<file path="src/rtl/addsub_rr_arbiter_pkg.sv">
// Shared types and constants for the round-robin arbiter in front of the
// single adder_sub_32bit datapath.
package addsub_arb_pkg;

  localparam int DATA_W = 32;

  localparam logic MODE_ADD = 1'b0;
  localparam logic MODE_SUB = 1'b1;

  // Operation captured from the winning requester.
  typedef struct packed {
    logic [DATA_W-1:0] a;
    logic [DATA_W-1:0] b;
    logic              cin;
    logic              mode;
  } s1_data_t;

  // Adder result waiting for the consumer.
  typedef struct packed {
    logic [DATA_W-1:0] sum;
    logic              carry;
  } s2_data_t;

endpackage

</file>
<file path="src/rtl/addsub_rr_arbiter_if.sv">
// Request/response bundle between the client blocks (master) and the
// arbiter (slave).
interface addsub_rr_arbiter_if #(
  parameter int NREQ = 4
) ();
  import addsub_arb_pkg::*;

  localparam int IDW = $clog2(NREQ);

  // Handshake: a transfer happens on a rising edge where valid and ready are
  // both 1. A requester holds valid and its operand slice stable until it is
  // accepted (or withdraws by dropping valid); ready may depend on valid. The
  // response side holds rsp_* stable while rsp_valid=1 and rsp_ready=0.
  logic [NREQ-1:0]        req_valid;
  logic [NREQ-1:0]        req_ready;
  logic [NREQ*DATA_W-1:0] req_a;
  logic [NREQ*DATA_W-1:0] req_b;
  logic [NREQ-1:0]        req_cin;
  logic [NREQ-1:0]        req_mode;

  logic                   rsp_valid;
  logic                   rsp_ready;
  logic [IDW-1:0]         rsp_id;
  logic [DATA_W-1:0]      rsp_sum;
  logic                   rsp_carry;

  modport master (
    output req_valid, req_a, req_b, req_cin, req_mode, rsp_ready,
    input  req_ready, rsp_valid, rsp_id, rsp_sum, rsp_carry
  );

  modport slave (
    input  req_valid, req_a, req_b, req_cin, req_mode, rsp_ready,
    output req_ready, rsp_valid, rsp_id, rsp_sum, rsp_carry
  );

endinterface

</file>
<file path="src/rtl/adder_sub_32bit.sv">
// 32-bit adder/subtractor: mode=0 adds with carry in, mode=1 subtracts with
// borrow in; carry_borrow is the carry out or the borrow out respectively.
module adder_sub_32bit
  import addsub_arb_pkg::*;
(
  input  logic [31:0] a,
  input  logic [31:0] b,
  input  logic        c_in,
  input  logic        mode,
  output logic [31:0] sum_diff,
  output logic        carry_borrow
);

  logic [32:0] add_r;
  logic [32:0] sub_r;

  // In 33-bit two's complement the top bit of a-b-c_in is set exactly when
  // the true result is negative, i.e. a < b + c_in.
  always_comb begin
    add_r = {1'b0, a} + {1'b0, b} + {32'b0, c_in};
    sub_r = {1'b0, a} - {1'b0, b} - {32'b0, c_in};
    if (mode == MODE_SUB) begin
      sum_diff     = sub_r[31:0];
      carry_borrow = sub_r[32];
    end else begin
      sum_diff     = add_r[31:0];
      carry_borrow = add_r[32];
    end
  end

endmodule

</file>
<file path="src/rtl/addsub_rr_arbiter_rr.sv">
// Round-robin pick: first asserted request at or after ptr, wrapping.
module rr_arbiter #(
  parameter int NREQ = 4,
  localparam int IDW = $clog2(NREQ)
) (
  input  logic [NREQ-1:0] req_i,
  input  logic [IDW-1:0]  ptr_i,
  output logic [NREQ-1:0] grant_o,
  output logic [IDW-1:0]  winner_o
);

  logic found;
  int   idx;

  always_comb begin
    grant_o  = '0;
    winner_o = '0;
    found    = 1'b0;
    idx      = 0;
    for (int off = 0; off < NREQ; off++) begin
      idx = int'(ptr_i) + off;
      if (idx >= NREQ) idx = idx - NREQ;
      if (!found && req_i[idx]) begin
        found        = 1'b1;
        grant_o[idx] = 1'b1;
        winner_o     = idx[IDW-1:0];
      end
    end
  end

endmodule

</file>
<file path="src/rtl/addsub_rr_arbiter.sv">
// Shares one adder_sub_32bit among NREQ requesters: round-robin grant into
// stage 1 (feeds the adder), result registered into stage 2 (drives rsp_*).
module addsub_rr_arbiter
  import addsub_arb_pkg::*;
#(
  parameter int NREQ = 4
) (
  input  logic               clk,
  input  logic               rst,
  addsub_rr_arbiter_if.slave bus
);

  localparam int IDW = $clog2(NREQ);

  logic [IDW-1:0]  ptr_q, ptr_d;
  logic            s1_valid_q;
  logic [IDW-1:0]  s1_id_q;
  s1_data_t        s1_q, s1_d;
  logic            s2_valid_q;
  logic [IDW-1:0]  s2_id_q;
  s2_data_t        s2_q, s2_d;

  logic [NREQ-1:0] grant;
  logic [IDW-1:0]  winner;
  logic            adv1, adv2, accept;
  int              sel;

  rr_arbiter #(.NREQ(NREQ)) u_rr (
    .req_i    (bus.req_valid),
    .ptr_i    (ptr_q),
    .grant_o  (grant),
    .winner_o (winner)
  );

  adder_sub_32bit u_addsub (
    .a            (s1_q.a),
    .b            (s1_q.b),
    .c_in         (s1_q.cin),
    .mode         (s1_q.mode),
    .sum_diff     (s2_d.sum),
    .carry_borrow (s2_d.carry)
  );

  // Stage 1 can take a new operation whenever it is empty or moving on, so
  // requesters only see ready=0 when both stages are holding results.
  assign adv2   = ~s2_valid_q | bus.rsp_ready;
  assign adv1   = ~s1_valid_q | adv2;
  assign accept = adv1 & (|grant);

  assign bus.req_ready = adv1 ? grant : '0;

  always_comb begin
    sel       = int'(winner);
    s1_d.a    = bus.req_a[sel*DATA_W +: DATA_W];
    s1_d.b    = bus.req_b[sel*DATA_W +: DATA_W];
    s1_d.cin  = bus.req_cin[sel];
    s1_d.mode = bus.req_mode[sel];
    ptr_d     = ptr_q;
    if (accept) begin
      ptr_d = (winner == IDW'(NREQ - 1)) ? '0 : winner + IDW'(1);
    end
  end

  always_ff @(posedge clk or posedge rst) begin
    if (rst) begin
      ptr_q      <= '0;
      s1_valid_q <= 1'b0;
      s1_id_q    <= '0;
      s1_q       <= '0;
      s2_valid_q <= 1'b0;
      s2_id_q    <= '0;
      s2_q       <= '0;
    end else begin
      ptr_q <= ptr_d;
      if (adv1) begin
        s1_valid_q <= accept;
        if (accept) begin
          s1_id_q <= winner;
          s1_q    <= s1_d;
        end
      end
      if (adv2) begin
        s2_valid_q <= s1_valid_q;
        s2_id_q    <= s1_id_q;
        s2_q       <= s2_d;
      end
    end
  end

  assign bus.rsp_valid = s2_valid_q;
  assign bus.rsp_id    = s2_id_q;
  assign bus.rsp_sum   = s2_q.sum;
  assign bus.rsp_carry = s2_q.carry;

endmodule

</file>
<file path="src/flat_wrapper.sv">
// flat-port wrapper written by rule: the top's interface ports become plain ports
module addsub_rr_arbiter_flat import addsub_arb_pkg::*;
#(
  parameter int NREQ = 4
)
  (clk, rst, bus_req_valid, bus_req_a, bus_req_b, bus_req_cin, bus_req_mode, bus_rsp_ready, bus_req_ready, bus_rsp_valid, bus_rsp_id, bus_rsp_sum, bus_rsp_carry);
  addsub_rr_arbiter_if #(.NREQ(NREQ)) bus_i ();
  input  logic clk;
  input  logic rst;
  input wire logic [$bits(bus_i.req_valid)-1:0] bus_req_valid;
  input wire logic [$bits(bus_i.req_a)-1:0] bus_req_a;
  input wire logic [$bits(bus_i.req_b)-1:0] bus_req_b;
  input wire logic [$bits(bus_i.req_cin)-1:0] bus_req_cin;
  input wire logic [$bits(bus_i.req_mode)-1:0] bus_req_mode;
  input wire logic [$bits(bus_i.rsp_ready)-1:0] bus_rsp_ready;
  output wire logic [$bits(bus_i.req_ready)-1:0] bus_req_ready;
  output wire logic [$bits(bus_i.rsp_valid)-1:0] bus_rsp_valid;
  output wire logic [$bits(bus_i.rsp_id)-1:0] bus_rsp_id;
  output wire logic [$bits(bus_i.rsp_sum)-1:0] bus_rsp_sum;
  output wire logic [$bits(bus_i.rsp_carry)-1:0] bus_rsp_carry;
  assign bus_i.req_valid = bus_req_valid;
  assign bus_i.req_a = bus_req_a;
  assign bus_i.req_b = bus_req_b;
  assign bus_i.req_cin = bus_req_cin;
  assign bus_i.req_mode = bus_req_mode;
  assign bus_i.rsp_ready = bus_rsp_ready;
  assign bus_req_ready = bus_i.req_ready;
  assign bus_rsp_valid = bus_i.rsp_valid;
  assign bus_rsp_id = bus_i.rsp_id;
  assign bus_rsp_sum = bus_i.rsp_sum;
  assign bus_rsp_carry = bus_i.rsp_carry;
  addsub_rr_arbiter #(.NREQ(NREQ)) u_core (.clk(clk), .rst(rst), .bus(bus_i));
endmodule
</file>
<file path="config.mk">
export PLATFORM = sky130hd
export DESIGN_NAME = addsub_rr_arbiter_flat
export DESIGN_NICKNAME = d
export VERILOG_FILES = /design/src/rtl/addsub_rr_arbiter_pkg.sv /design/src/rtl/addsub_rr_arbiter_if.sv /design/src/rtl/adder_sub_32bit.sv /design/src/rtl/addsub_rr_arbiter_rr.sv /design/src/rtl/addsub_rr_arbiter.sv /design/src/flat_wrapper.sv
export SDC_FILE = /design/constraint.sdc
export NUM_CORES = 1
export LEC_CHECK = 0
export CAP_MARGIN = 0
export CORE_MARGIN = 1
export CORE_UTILIZATION = 39
export CTS_CLUSTER_DIAMETER = 150
export DETAILED_ROUTE_END_ITERATION = 12
export PLACE_DENSITY = 0.66
export SYNTH_ARGS = -nofsm -noshare
export SYNTH_HDL_FRONTEND = slang
export SYNTH_SLANG_ARGS = --single-unit
</file>
<file path="constraint.sdc">
create_clock -name clk -period 4.9 [get_ports clk]
set_input_delay 0.49 -clock clk [delete_from_list [all_inputs] [get_ports clk]]
set_output_delay 0.49 -clock clk [all_outputs]
set_load 0.02 [all_outputs]
</file>
==> results of run 1 <==
[metal layers]
layer / part of all wire, % / routed length [um] / vias up
met4: 2.6 / 918 / 0
met1: 49 / 17410 / 5083
met3: 5.0 / 1760 / 44
li1: - / - / 5720
met2: 43 / 15380 / 342
met5: 0 / 0 / -
[worst max path at each step]
stage,slack [ns],to,from,cells after the start
after CTS,0.80,bus_req_ready[0],u_core.ptr_q[0],8
after floorplan,1.53,u_core.ptr_q[1],u_core.ptr_q[1],12
final,0.80,bus_req_ready[0],u_core.ptr_q[0],8
after detailed placement,0.95,u_core.s1_q[15],u_core.ptr_q[0],11
after global placement,1.10,u_core.s1_q[6],u_core.ptr_q[0],11
after global routing,0.50,bus_req_ready[1],u_core.ptr_q[0],8
[state kept, by name (all words and copies together), names as in the netlist]
register / flops
u_core.bus.rsp_valid: 1
u_core.bus.rsp_id: 2
u_core.s1_id_q: 2
u_core.ptr_q: 2
u_core.bus.rsp_carry: 1
u_core.s1_q: 66
u_core.bus.rsp_sum: 32
u_core.s1_valid_q: 1
[final cells by class]
type                       count  area (um2)  area share [%]
tap                          335       419.2           2.937
inverter                     107       406.6           2.849
timing repair buffer         323        3226           22.60
sequential                   107        2678           18.76
multi-input combinational   1241        7204           50.47
antenna                        4       10.01         0.07013
clock buffer                  10       239.0           1.674
clock inverter                 6       91.34          0.6399
[logic make-up after synthesis]
family | share of synthesized area (%)
AOI/OAI and AO/OA | 22.30
xor gates and xnor gates | 4.378
adders and majority gates | 12.32
buffers and inverters | 7.044
DFF | 25.25
muxes | 1.298
and+or+nand+nor | 27.41
[through the flow]
step	instances	setup WS [ns]	hold WS [ns]	area (um2)	util [%]
6_report	2133	0.8000	0.4681	14270	54.16
4_1_cts	2129	0.7993	0.4780	14260	54.12
2_1_floorplan	1532	1.531	0.4346	10600	-
3_3_place_gp	2113	1.100	0.4484	13930	52.87
5_1_grt	2133	0.5017	0.4910	14270	54.16
3_5_place_dp	2113	0.9469	0.4598	13930	52.87
[placed cells by master, fill, tap and decap left out, types with 5 or more instances in the layout]
| cell type | n |
|---|---|
| a211o_1 | 6 |
| or3_1 | 7 |
| inv_1 | 104 |
| nor2_1 | 59 |
| and3_1 | 7 |
| o21a_1 | 6 |
| a221oi_1 | 5 |
| mux2i_1 | 7 |
| o21ai_1 | 23 |
| a31oi_1 | 7 |
| o211ai_1 | 6 |
| and2_1 | 12 |
| nand3_1 | 81 |
| a2111oi_0 | 5 |
| o31ai_1 | 10 |
| ha_1 | 98 |
| nand2_1 | 458 |
| buf_4 | 11 |
| clkdlybuf4s50_1 | 310 |
| a311oi_1 | 6 |
| a21oi_1 | 84 |
| o21bai_1 | 10 |
| o21ai_0 | 151 |
| a221o_1 | 6 |
| xnor2_1 | 46 |
| nor3_1 | 12 |
| nor2b_1 | 12 |
| a21o_1 | 14 |
| clkbuf_16 | 9 |
| xor2_1 | 7 |
| dfrtp_1 | 107 |
| a211oi_1 | 10 |
| o22ai_1 | 6 |
| nor4_1 | 5 |
| nand2b_1 | 9 |
[cell usage after synthesis, drive strengths merged (13+ instances only)]
cell | count | area share, %
buf | 27 | 1.5
inv | 106 | 3.8
ha | 98 | 12
nor2b | 13 | 0.77
xnor2 | 46 | 3.8
nand2 | 458 | 16
a21o | 14 | 0.99
nor2 | 59 | 2.1
clkbuf | 50 | 1.8
a21oi | 84 | 4.0
o21ai | 179 | 8.6
nand3 | 81 | 3.8
dfrtp | 107 | 25
[worst reg2reg max path: stages, from the launching register on]
cell	delay, ns
dfrtp_1	0.67
inv_1	0.18
ha_1	0.48
mux4_2	0.60
clkinv_1	0.07
nor2_1	0.07
a22o_1	0.19
a221o_1	0.28
nor4_2	0.35
or2b_4	0.43
buf_4	0.36
o21ai_0	0.16
==> metrics, run 1 <==
I/O pins=311; synthesis-to-layout area growth=34.61%; Yosys cell types=74; RSZ-0062 raised after global routing=no; GPL Wtd Cong=0.8991; R2R Setup Slk=0.92 ns; RR Startpoint=u_core.ptr_q[0]; drt total wl=35470 um; Clock Tree Buf Depth=2; vias in the first global route=10630; die width=166.9 um; layout cell share with drive strength beyond 1=2.843%; via count=11190; cell count after synthesis=1532; initial DRC count=802; Setup-failing EPs final=0; post-synth net total=1905; Final nets=2162; Avg WL per Cell=16.63 um; Syn Area/Cell=6.922 um2; CP top delay family=compound AO/OA/AOI/OAI gates; remaining global-route overflow=0; Core Rows=59; worst path arrival time=3.61 ns; Die Footprint=27850 um2; Synth Cell Area=10600 um2; initial antenna violation count=5; Total GRT Usage=25.69%; status=completed; Worst Hold Launch=u_core.s1_valid_q; Slowest cell on crit path=dfrtp_1; crit-path max cell delay=0.67 ns; maximum fanout along the worst path=16; grt met2 use=39.60%; TritonCTS Buffers=9; achievable frequency=243.9 MHz; EDFF count, synth=0; core area=26350 um2; Seq/Total Area, Yosys=25.25%; # H-tree levels=3; Detailed Place HPWL=28370 um; Crit path required time=4.41 ns; CTS clk-pin slew, worst paths=0.08 ns; R2R Path End=u_core.s1_q[47]; CP Class=flip-flop to output pin; DRC violations left=0; vias per cell=5.246; Slew Viols, Final=0; Hold EP=u_core.bus.rsp_valid; CTS tree=built; die height=166.9 um; setup_tns=0 ns; Hold Path Depth=1; Worst Setup End Kind=output pin; Fin. Hold Viols=0; pin count of the biggest net entering global routing=134; #FFs+latches synth=107; R2R cell count=11; Post-synth top flop=dfrtp_1; most used routing layer in global routing=met2; GR Layer Usage met3=3.470%; Hold WC Path Type=flip-flop to flip-flop; hold buffers post-CTS=0; CP Launch Type=flip-flop; first-pass GRT wire length=57110 um; setup bufs post-CTS=0; Post-synth ARST share=100.0%; clk_skew=0.009290 ns; remaining antenna violation count=0; Final period util=83.67%; Least-Margin Pin Slew=0.8890 ns; number of port buffers=310; Worst-Skew Late Latency=0.36 ns; relative slew slack=39.20%; First-pass DRT Iterations=5; WP buf/inv=2; Ys Warns=0; clk root buf=clkbuf_16; Tmin final=4.100 ns; CTS Sinks=107; CP Cell Sequence=inv_1, ha_1, nor4_1, a221oi_1, a21oi_1, a221o_1, and2_1, clkdlybuf4s50_1; # fillers=2586; number of max-cap violations=0; met1 Resource Use GR=37.12%; starting density of the core=40.24%; PostCTS Resize Cnt=0
Power of run 1 is left out: the tool's default activity adds up to more than one toggle a clock period on the data nets, which glitch-free logic cannot reach.
==> inputs of run 2 (changes only) <==
PLACE_DENSITY = 0.69   (was 0.66)
clock period = 3.3 ns   (was 4.9 ns; I/O delays follow)
==> metrics, run 2 (synthesis results as in run 1) <==
pin count of the biggest net entering global routing=72; RSZ-0062 raised after global routing=yes; met2 routed WL=16740 um; relative slew slack=44.02%; worst path arrival time=3.55 ns; initial antenna violation count=2; CTS Sinks=107; Hold WS=0.3432 ns; first-pass GRT wire length=58240 um; status=completed; synthesis-to-layout area growth=45.13%; clk_skew=0.01502 ns; # H-tree levels=3; vias per cell=5.255; TritonCTS Buffers=9; Reg area=2679 um2; met3 routed WL=2765 um; number of port buffers=310; commonest cells after routing, fill and taps aside=nand2_1, clkdlybuf4s50_1, o21ai_0; max reg flops=66; die width=166.9 um; achievable frequency=303.3 MHz; Detailed Place HPWL=29850 um; clk root buf=clkbuf_16; Final period util=99.91%; Metal-1 WL=17390 um; I/O pins=311; Total GRT Usage=26.12%; First-pass DRT Iterations=6; hold buffers post-CTS=0; Worst Setup End Kind=flip-flop; Final nets=2268; core area=26350 um2; CTS tree=built; Crit path required time=3.56 ns; Slew Viols, Final=0; GPL Wtd Cong=0.9341; Least-Margin Pin Slew=0.8397 ns; remaining global-route overflow=0; remaining antenna violation count=0; Clock Tree Buf Depth=2; die height=166.9 um; Hold WC Path Type=primary input to async pin; Fin. Hold Viols=0; Final Instance Area=15390 um2; Multi-input gate area=7367 um2; Top reg by flops=u_core.s1_q; maximum fanout along the worst path=3; number of max-cap violations=0; Setup-failing EPs final=0; Worst-Skew Late Latency=0.36 ns; vias in the first global route=11210; initial DRC count=1109; CP Class=flip-flop to flip-flop; CP Launch Type=flip-flop; layout cell share with drive strength beyond 1=9.584%; commonest non-fill, non-tap cell in the layout=nand2_1; Die Footprint=27850 um2; starting density of the core=40.24%; DRC violations left=0; # fillers=2523; Core Rows=59; via count=11750; Placed Area=14680 um2; Avg WL per Cell=16.87 um; DR top layer=met4; Tmin final=3.297 ns; drt total wl=37710 um; CTS clk-pin slew, worst paths=0.08 ns
==> run 2: changes by cell type in the layout (fill, tap and decap cells not counted), moves of 4 or more <==
cell             before  now
a21oi_1              84   80
buf_12                2    9
dlygate4sd2_1         0    4
o21ai_0             151  140
clkdlybuf4s50_1     310  306
clkbuf_16             9   14
buf_4                11  103
a21oi_2               0    4
o21ai_1              23   32
==> run 2: final timing paths <==
check	startpoint	endpoint	slack (ns)	cells past startpoint
max in group asynchronous	rst	u_core.s1_q[30]	2.18	3
min reg2reg	u_core.bus.rsp_id[1]	u_core.bus.rsp_id[1]	0.47	2
max	u_core.s1_q[34]	u_core.bus.rsp_sum[31]	0.003	14
max reg2reg	u_core.s1_q[34]	u_core.bus.rsp_sum[31]	0.003	14
min in group clk	u_core.bus.rsp_id[1]	u_core.bus.rsp_id[1]	0.47	2
min	rst	u_core.s1_q[35]	0.34	2
==> run 2: area by class of cell <==
class	instances	area share [%]
clock buffers	11	1.642
flip-flops and latches	107	17.41
diodes	2	0.03252
well taps	335	2.724
inverters	107	2.642
multi-input cells	1242	47.87
repair buffers	428	27.32
clock inverters	4	0.3659
==> run 2: worst max-delay path, stage by stage, from the launching register on <==
cell	delay, ns
dfrtp_1	0.40
inv_2	0.05
fa_1	0.57
inv_2	0.06
ha_4	0.15
o21ai_2	0.15
or4b_4	0.48
nand4b_1	0.18
buf_4	0.14
nand2_2	0.06
a31o_4	0.26
a221oi_2	0.24
or3_1	0.13
a21oi_1	0.06
a221o_1	0.26
==> run 2: what timing repair did <==
item,4_1_cts,5_1_grt
gates resized for setup,10,37
gates cloned,0,6
pin swaps,1,11
endpoints found under the setup margin,9,55
buffers inserted,1,11
==> run 2: routing by layer <==
metal | GRT usage (%) | vias to the layer above
met2 | 39.91 | 436
met3 | 5.442 | 46
met5 | 0 | -
met4 | 7.126 | 0
li1 | - | 5925
met1 | 37.04 | 5343
==> run 2: stage by stage <==
stage	setup TNS [ns]	std cells	utilization, %	setup WS, ns
after detailed placement	-0.3451	2201	55.71	-0.1259
after CTS	0	2217	56.98	0.005740
after global routing	-0.5949	2236	58.40	-0.1496
after global placement	-0.04520	2201	55.71	-0.02118
final	0	2236	58.40	0.003077
after floorplan	0	1532	-	0.08359
Power of run 2 is left out for the same reason.
==> inputs of run 3 (changes only) <==
CAP_MARGIN = not set   (was 0)
RECOVER_POWER = 25   (was not set)
==> metrics, run 3 (synthesis results as in run 1) <==
status=finished with violations; failing checks=max-capacitance violations, max-slew violations, negative setup slack; initial antenna violation count=2; CP Class=flip-flop to flip-flop; clk root buf=clkbuf_16; Setup WS post-layout=-0.001477 ns; WP buf/inv=3; achievable frequency=302.9 MHz; GPL Wtd Cong=0.9341; CP Cell Sequence=inv_2, fa_1, inv_2, ha_4, o21ai_2, or4b_4, nand4b_1, buf_4, nand2_2, a31o_4, a221oi_2, or3_1, a21oi_1, a221o_1; Slew Viols, Final=38; commonest non-fill, non-tap cell in the layout=nand2_1; Crit path required time=3.55 ns; relative slew slack=-12.23%; Total GRT Usage=26.12%; clk_skew=0.01401 ns; pin count of the biggest net entering global routing=72; number of port buffers=310; Core Rows=59; setup_tns=-0.001477 ns; Fin. Hold Viols=0; Die Footprint=27850 um2; drt total wl=37710 um; maximum fanout along the worst path=3; Tmin final=3.301 ns; CTS Sinks=107; Slowest cell on crit path=fa_1; Worst-Skew Late Latency=0.36 ns; Avg WL per Cell=16.87 um; vias per cell=5.240; die height=166.9 um; starting density of the core=40.24%; core area=26350 um2; Final period util=100.0%; DRC violations left=0; die width=166.9 um; CP top delay family=compound AO/OA/AOI/OAI gates; pre-CTS setup slack=-0.1259 ns; Clock Tree Buf Depth=2; Top reg by flops=u_core.s1_q; R2R Setup Slk=-0.001 ns; CTS tree=built; TritonCTS Buffers=9; CP Launch Type=flip-flop; Finished Layout Cells=2236; Least-Margin Pin Slew=1.674 ns; Setup-failing EPs final=1; worst path arrival time=3.56 ns; First-pass DRT Iterations=5; initial DRC count=1071; Detailed Place HPWL=29850 um; vias in the first global route=11210; CTS clk-pin slew, worst paths=0.08 ns; via count=11720; RSZ-0062 raised after global routing=yes; max reg flops=66; synthesis-to-layout area growth=45.00%; remaining antenna violation count=0; Worst Setup End Kind=flip-flop; number of max-cap violations=1; I/O pins=311; cell mode on critical path=inv_2; crit-path max cell delay=0.57 ns; first-pass GRT wire length=58240 um; # H-tree levels=3; commonest cells after routing, fill and taps aside=nand2_1, clkdlybuf4s50_1, o21ai_0; remaining global-route overflow=0; Hold WC Path Type=flip-flop to flip-flop; layout cell share with drive strength beyond 1=9.584%; Final nets=2268; Final Instance Area=15380 um2; Placed Area=14680 um2; Cells after DPL=2201
[run 3: cell types whose count changed in the layout (fill, tap and decap cells not counted), sizes merged]
cell,change
clkdlybuf4s50,-2
dlygate4sd3,+2
buf,-1
clkbuf,+1
clkinvlp,+1
inv,-1
[run 3: layout make-up]
| cell class | instances | area (um2) |
|---|---|---|
| timing repair buffer | 428 | 4192 |
| inverter | 107 | 405.4 |
| multi-input combinational | 1242 | 7367 |
| fill | 2524 | 10980 |
| clock buffer | 11 | 252.7 |
| tap | 335 | 419.2 |
| clock inverter | 4 | 56.30 |
| sequential | 107 | 2679 |
| antenna | 2 | 5.005 |
[run 3: worst paths after layout]
kind | start | end | depth (start not counted)
worst max-delay path | u_core.s1_q[34] | u_core.bus.rsp_sum[31] | 14
worst min-delay path | u_core.bus.rsp_id[1] | u_core.bus.rsp_id[1] | 2
worst max register to register | u_core.s1_q[34] | u_core.bus.rsp_sum[31] | 14
worst min register to register | u_core.bus.rsp_id[1] | u_core.bus.rsp_id[1] | 2
max in group asynchronous | rst | u_core.s1_q[30] | 3
min in group asynchronous | rst | u_core.s1_q[35] | 2
[run 3: metrics by stage]
stage / hold slack [ns] / util (%)
final: 0.4711 / 58.34
after floorplan: 0.4346 / -
after detailed placement: 0.4637 / 55.71
after CTS: 0.3656 / 56.98
after global placement: 0.4487 / 55.71
after global routing: 0.5064 / 58.34
[run 3: worst register-to-register path, cell delays in order, from the launching register on]
cell	delay [ns]
dfrtp_1	0.40
inv_2	0.05
fa_1	0.57
inv_2	0.06
ha_4	0.15
o21ai_2	0.15
or4b_4	0.48
nand4b_1	0.18
buf_4	0.14
nand2_2	0.06
a31o_4	0.26
a221oi_2	0.25
or3_1	0.13
a21oi_1	0.06
a221o_1	0.26
[run 3: repair_timing]
action	in CTS	in global routing
cloned	0	6
hold buffers	0	0
setup buffers	1	11
pin swaps	1	11
resized for setup	10	37
setup endpoints to repair	9	55
[run 3: per-layer routing]
metal / global-route usage [%] / vias to the layer above / wire [um]
li1: - / 5928 / -
met1: 37.04 / 5314 / 17540
met2: 39.91 / 433 / 16740
met3: 5.442 / 42 / 2669
met4: 7.126 / 0 / 768
met5: 0 / - / 0
Power of run 3 is left out for the same reason.
==> edit: new RTL, flow settings as in run 2 <==
`NREQ` is set to 4 in 4 places; all go to 8.
--- a/src/rtl/addsub_rr_arbiter_if.sv
+++ b/src/rtl/addsub_rr_arbiter_if.sv
@@ -3,3 +3,3 @@
 interface addsub_rr_arbiter_if #(
-  parameter int NREQ = 4
+  parameter int NREQ = 8
 ) ();
--- a/src/rtl/addsub_rr_arbiter_rr.sv
+++ b/src/rtl/addsub_rr_arbiter_rr.sv
@@ -2,3 +2,3 @@
 module rr_arbiter #(
-  parameter int NREQ = 4,
+  parameter int NREQ = 8,
   localparam int IDW = $clog2(NREQ)
--- a/src/rtl/addsub_rr_arbiter.sv
+++ b/src/rtl/addsub_rr_arbiter.sv
@@ -5,3 +5,3 @@
 #(
-  parameter int NREQ = 4
+  parameter int NREQ = 8
 ) (
--- a/src/flat_wrapper.sv
+++ b/src/flat_wrapper.sv
@@ -3,3 +3,3 @@
 #(
-  parameter int NREQ = 4
+  parameter int NREQ = 8
 )
Ports: changed (7 resized); port bits go from 311 to 584. The function was not compared with the original's and may differ.
==> edit against run 2 <==
The run now ends with setup timing left; count of clock-buffer cells in the layout grew 1; final area grew 70%; setup slack lost 0.95 ns; clock skew shrank 0.0054 ns; wire length grew 120%; cell count grew 34%; area after synthesis grew 31%; sequential cell count grew 3.
Power is not shown: default switching activity piles up to over one toggle a cycle in this logic, so the estimate is an artifact.
==> edit: results (changes against run 2) <==
| Metric | Value |
|---|---|
| Outcome | `complete, but fails checks (was finished clean)` |
| Failing checks | `setup timing` |
| Syn nets | `2,290 (was 1,905)` |
| DR pass1 iterations | `7 (was 6)` |
| Htree depth | `3 (unchanged)` |
| Vias in the first global route | `17,444 (was 11,205)` |
| DP HPWL | `64,190 um (was 29,850 um)` |
| Initial drt markers | `1,811 (was 1,109)` |
| Root buf cell | `clkbuf_16 (unchanged)` |
| Via Count | `17,949 (was 11,750)` |
| Port buffer count | `583 (was 310)` |
| CTS Buf Count | `9 (unchanged)` |
| Cell variety after synth | `83 (was 74)` |
| Worst slew pin tran | `0.9831 ns (was 0.8397 ns)` |
| R2r endpoint | `u_core.bus.rsp_sum[30]$_DFFE_PP0P_ (was u_core.bus.rsp_sum[31]$_DFFE_PP0P_)` |
| Top post-synthesis cells by area | `dfrtp_1 (20%), mux2i_1 (10%), ha_1 (9.3%), mux2_2 (5.8%), a221oi_1 (4.6%) (was dfrtp_1 (25%), nand2_1 (16%), ha_1 (12%), o21ai_0 (7.1%), a21oi_1 (4.0%))` |
| Largest net degree at the start of global routing | `67 (was 72)` |
| Initial antenna violation count | `53 (was 2)` |
| Count of final setup violators | `100 (was 0)` |
| Hold crit path type | `input pin to async pin (unchanged)` |
| Setup ws final | `-0.9457 ns (was 0.003077 ns)` |
| First-pass GRT wire length | `116,000 um (was 58,240 um)` |
| Sequential-to-total area share from yosys stat | `0.1977 (was 0.2525)` |
| Worst slack, placed | `-1.163 ns (was -0.1259 ns)` |
| DR WL/cell | `28.01 um (was 16.87 um)` |
| Worst R2R Start | `u_core.s1_q[34]$_DFFE_PP0P_ (unchanged)` |
| Worst Skew | `0.009581 ns (was 0.01502 ns)` |
| GR Util All Layers | `0.4389 (was 0.2612)` |
| Worst r2r path cells | `16 (was 14)` |
| Max incr delay on CP | `0.44 ns (was 0.57 ns)` |
| Commonest cells post-synth | `nand2_1 (148), mux2i_1 (142), inv_1 (114), dfrtp_1 (110), ha_1 (104) (was nand2_1 (458), o21ai_0 (151), dfrtp_1 (107), inv_1 (105), ha_1 (98))` |
| Clock Path Buffers | `2 (unchanged)` |
| Slowest library cell on the worst path | `dfrtp_1 (was fa_1)` |
| CP arrival | `4.55 ns (was 3.55 ns)` |
| Routability cong. | `1.016 (was 0.9341)` |
| Largest Register | `u_core.s1_q (unchanged)` |
| Worst-path clk slew | `0.09 ns` |
| Final net count | `3,126 (was 2,268)` |
| Clock latency on the worst-skew pair | `0.38 ns (was 0.36 ns)` |
| Layout cells sized above 1 | `0.3386 (was 0.09584)` |
| Top-count cell post-synth | `nand2_1 (unchanged)` |
[edit: cell type report]
class / instances / area, um^2
multi-input combinational: 1301 / 12610
timing repair buffer: 941 / 9397
fill: 2496 / 8586
sequential: 110 / 2758
tap: 455 / 569.3
inverter: 116 / 446.7
clock buffer: 12 / 246.5
antenna: 52 / 130.1
clock inverter: 4 / 55.05
[edit: logic make-up after synthesis]
group           after synthesis  share of synthesized area
simple gates                369                     0.1208
fa+ha+maj                   108                    0.09920
compound gates              536                     0.2902
mux                         233                     0.1888
buf+inv                     233                    0.06937
xor+xnor                     54                    0.03397
flops                       110                     0.1977
[edit: critical path, delay by kind of cell, from the launching register on]
family          cells  cell delay (ns)
compound gates      6             1.57
simple gates        5             1.23
fa+ha+maj           2             0.56
flops               1             0.44
buf+inv             3             0.36
[edit: through the flow]
step | cell area, um^2 | setup TNS (ns) | utilization | hold WS (ns) | cells
finish | 26210 | -78.12 | 0.7533 | 0.3850 | 2991
global route | 26210 | -89.00 | 0.7531 | 0.4457 | 2989
global placement | 22400 | -88.46 | 0.6438 | 0.4519 | 2851
CTS | 24880 | -69.25 | 0.7151 | 0.4029 | 2931
detailed placement | 22400 | -85.58 | 0.6438 | 0.4624 | 2851
floorplan | 14200 | -50.97 | - | 0.4422 | 1643
[edit: repair_timing]
item	4_1_cts	5_1_grt
endpoints found under the setup margin	100	100
resized for setup	322	199
buffers inserted	57	16
cloned	17	0
pin swaps	90	100
[edit: how the worst max path moves through the flow]
stage / startpoint / endpoint / slack [ns] / cells past startpoint
2_1_floorplan: u_core.ptr_q[1]$_DFFE_PP0P_ / u_core.ptr_q[2]$_DFFE_PP0P_ / -0.75 / 15
3_3_place_gp: bus_req_valid[3] / u_core.s1_q[57]$_DFFE_PP0P_ / -1.09 / 13
3_5_place_dp: bus_req_valid[6] / u_core.s1_q[63]$_DFFE_PP0P_ / -1.16 / 13
4_1_cts: u_core.s1_q[34]$_DFFE_PP0P_ / u_core.bus.rsp_sum[30]$_DFFE_PP0P_ / -0.89 / 15
5_1_grt: u_core.ptr_q[1]$_DFFE_PP0P_ / u_core.s1_q[26]$_DFFE_PP0P_ / -1.07 / 16
6_report: u_core.s1_q[34]$_DFFE_PP0P_ / u_core.bus.rsp_sum[30]$_DFFE_PP0P_ / -0.95 / 16
[edit: routing by layer]
| metal | vias up | global-route usage | part of all wire |
|---|---|---|---|
| met5 | - | 0 | 0.00048 |
| met4 | 6 | 0.2978 | 0.067 |
| met3 | 213 | 0.08922 | 0.096 |
| met2 | 1091 | 0.6692 | 0.45 |
| met1 | 8708 | 0.5560 | 0.38 |
| li1 | 7931 | - | - |
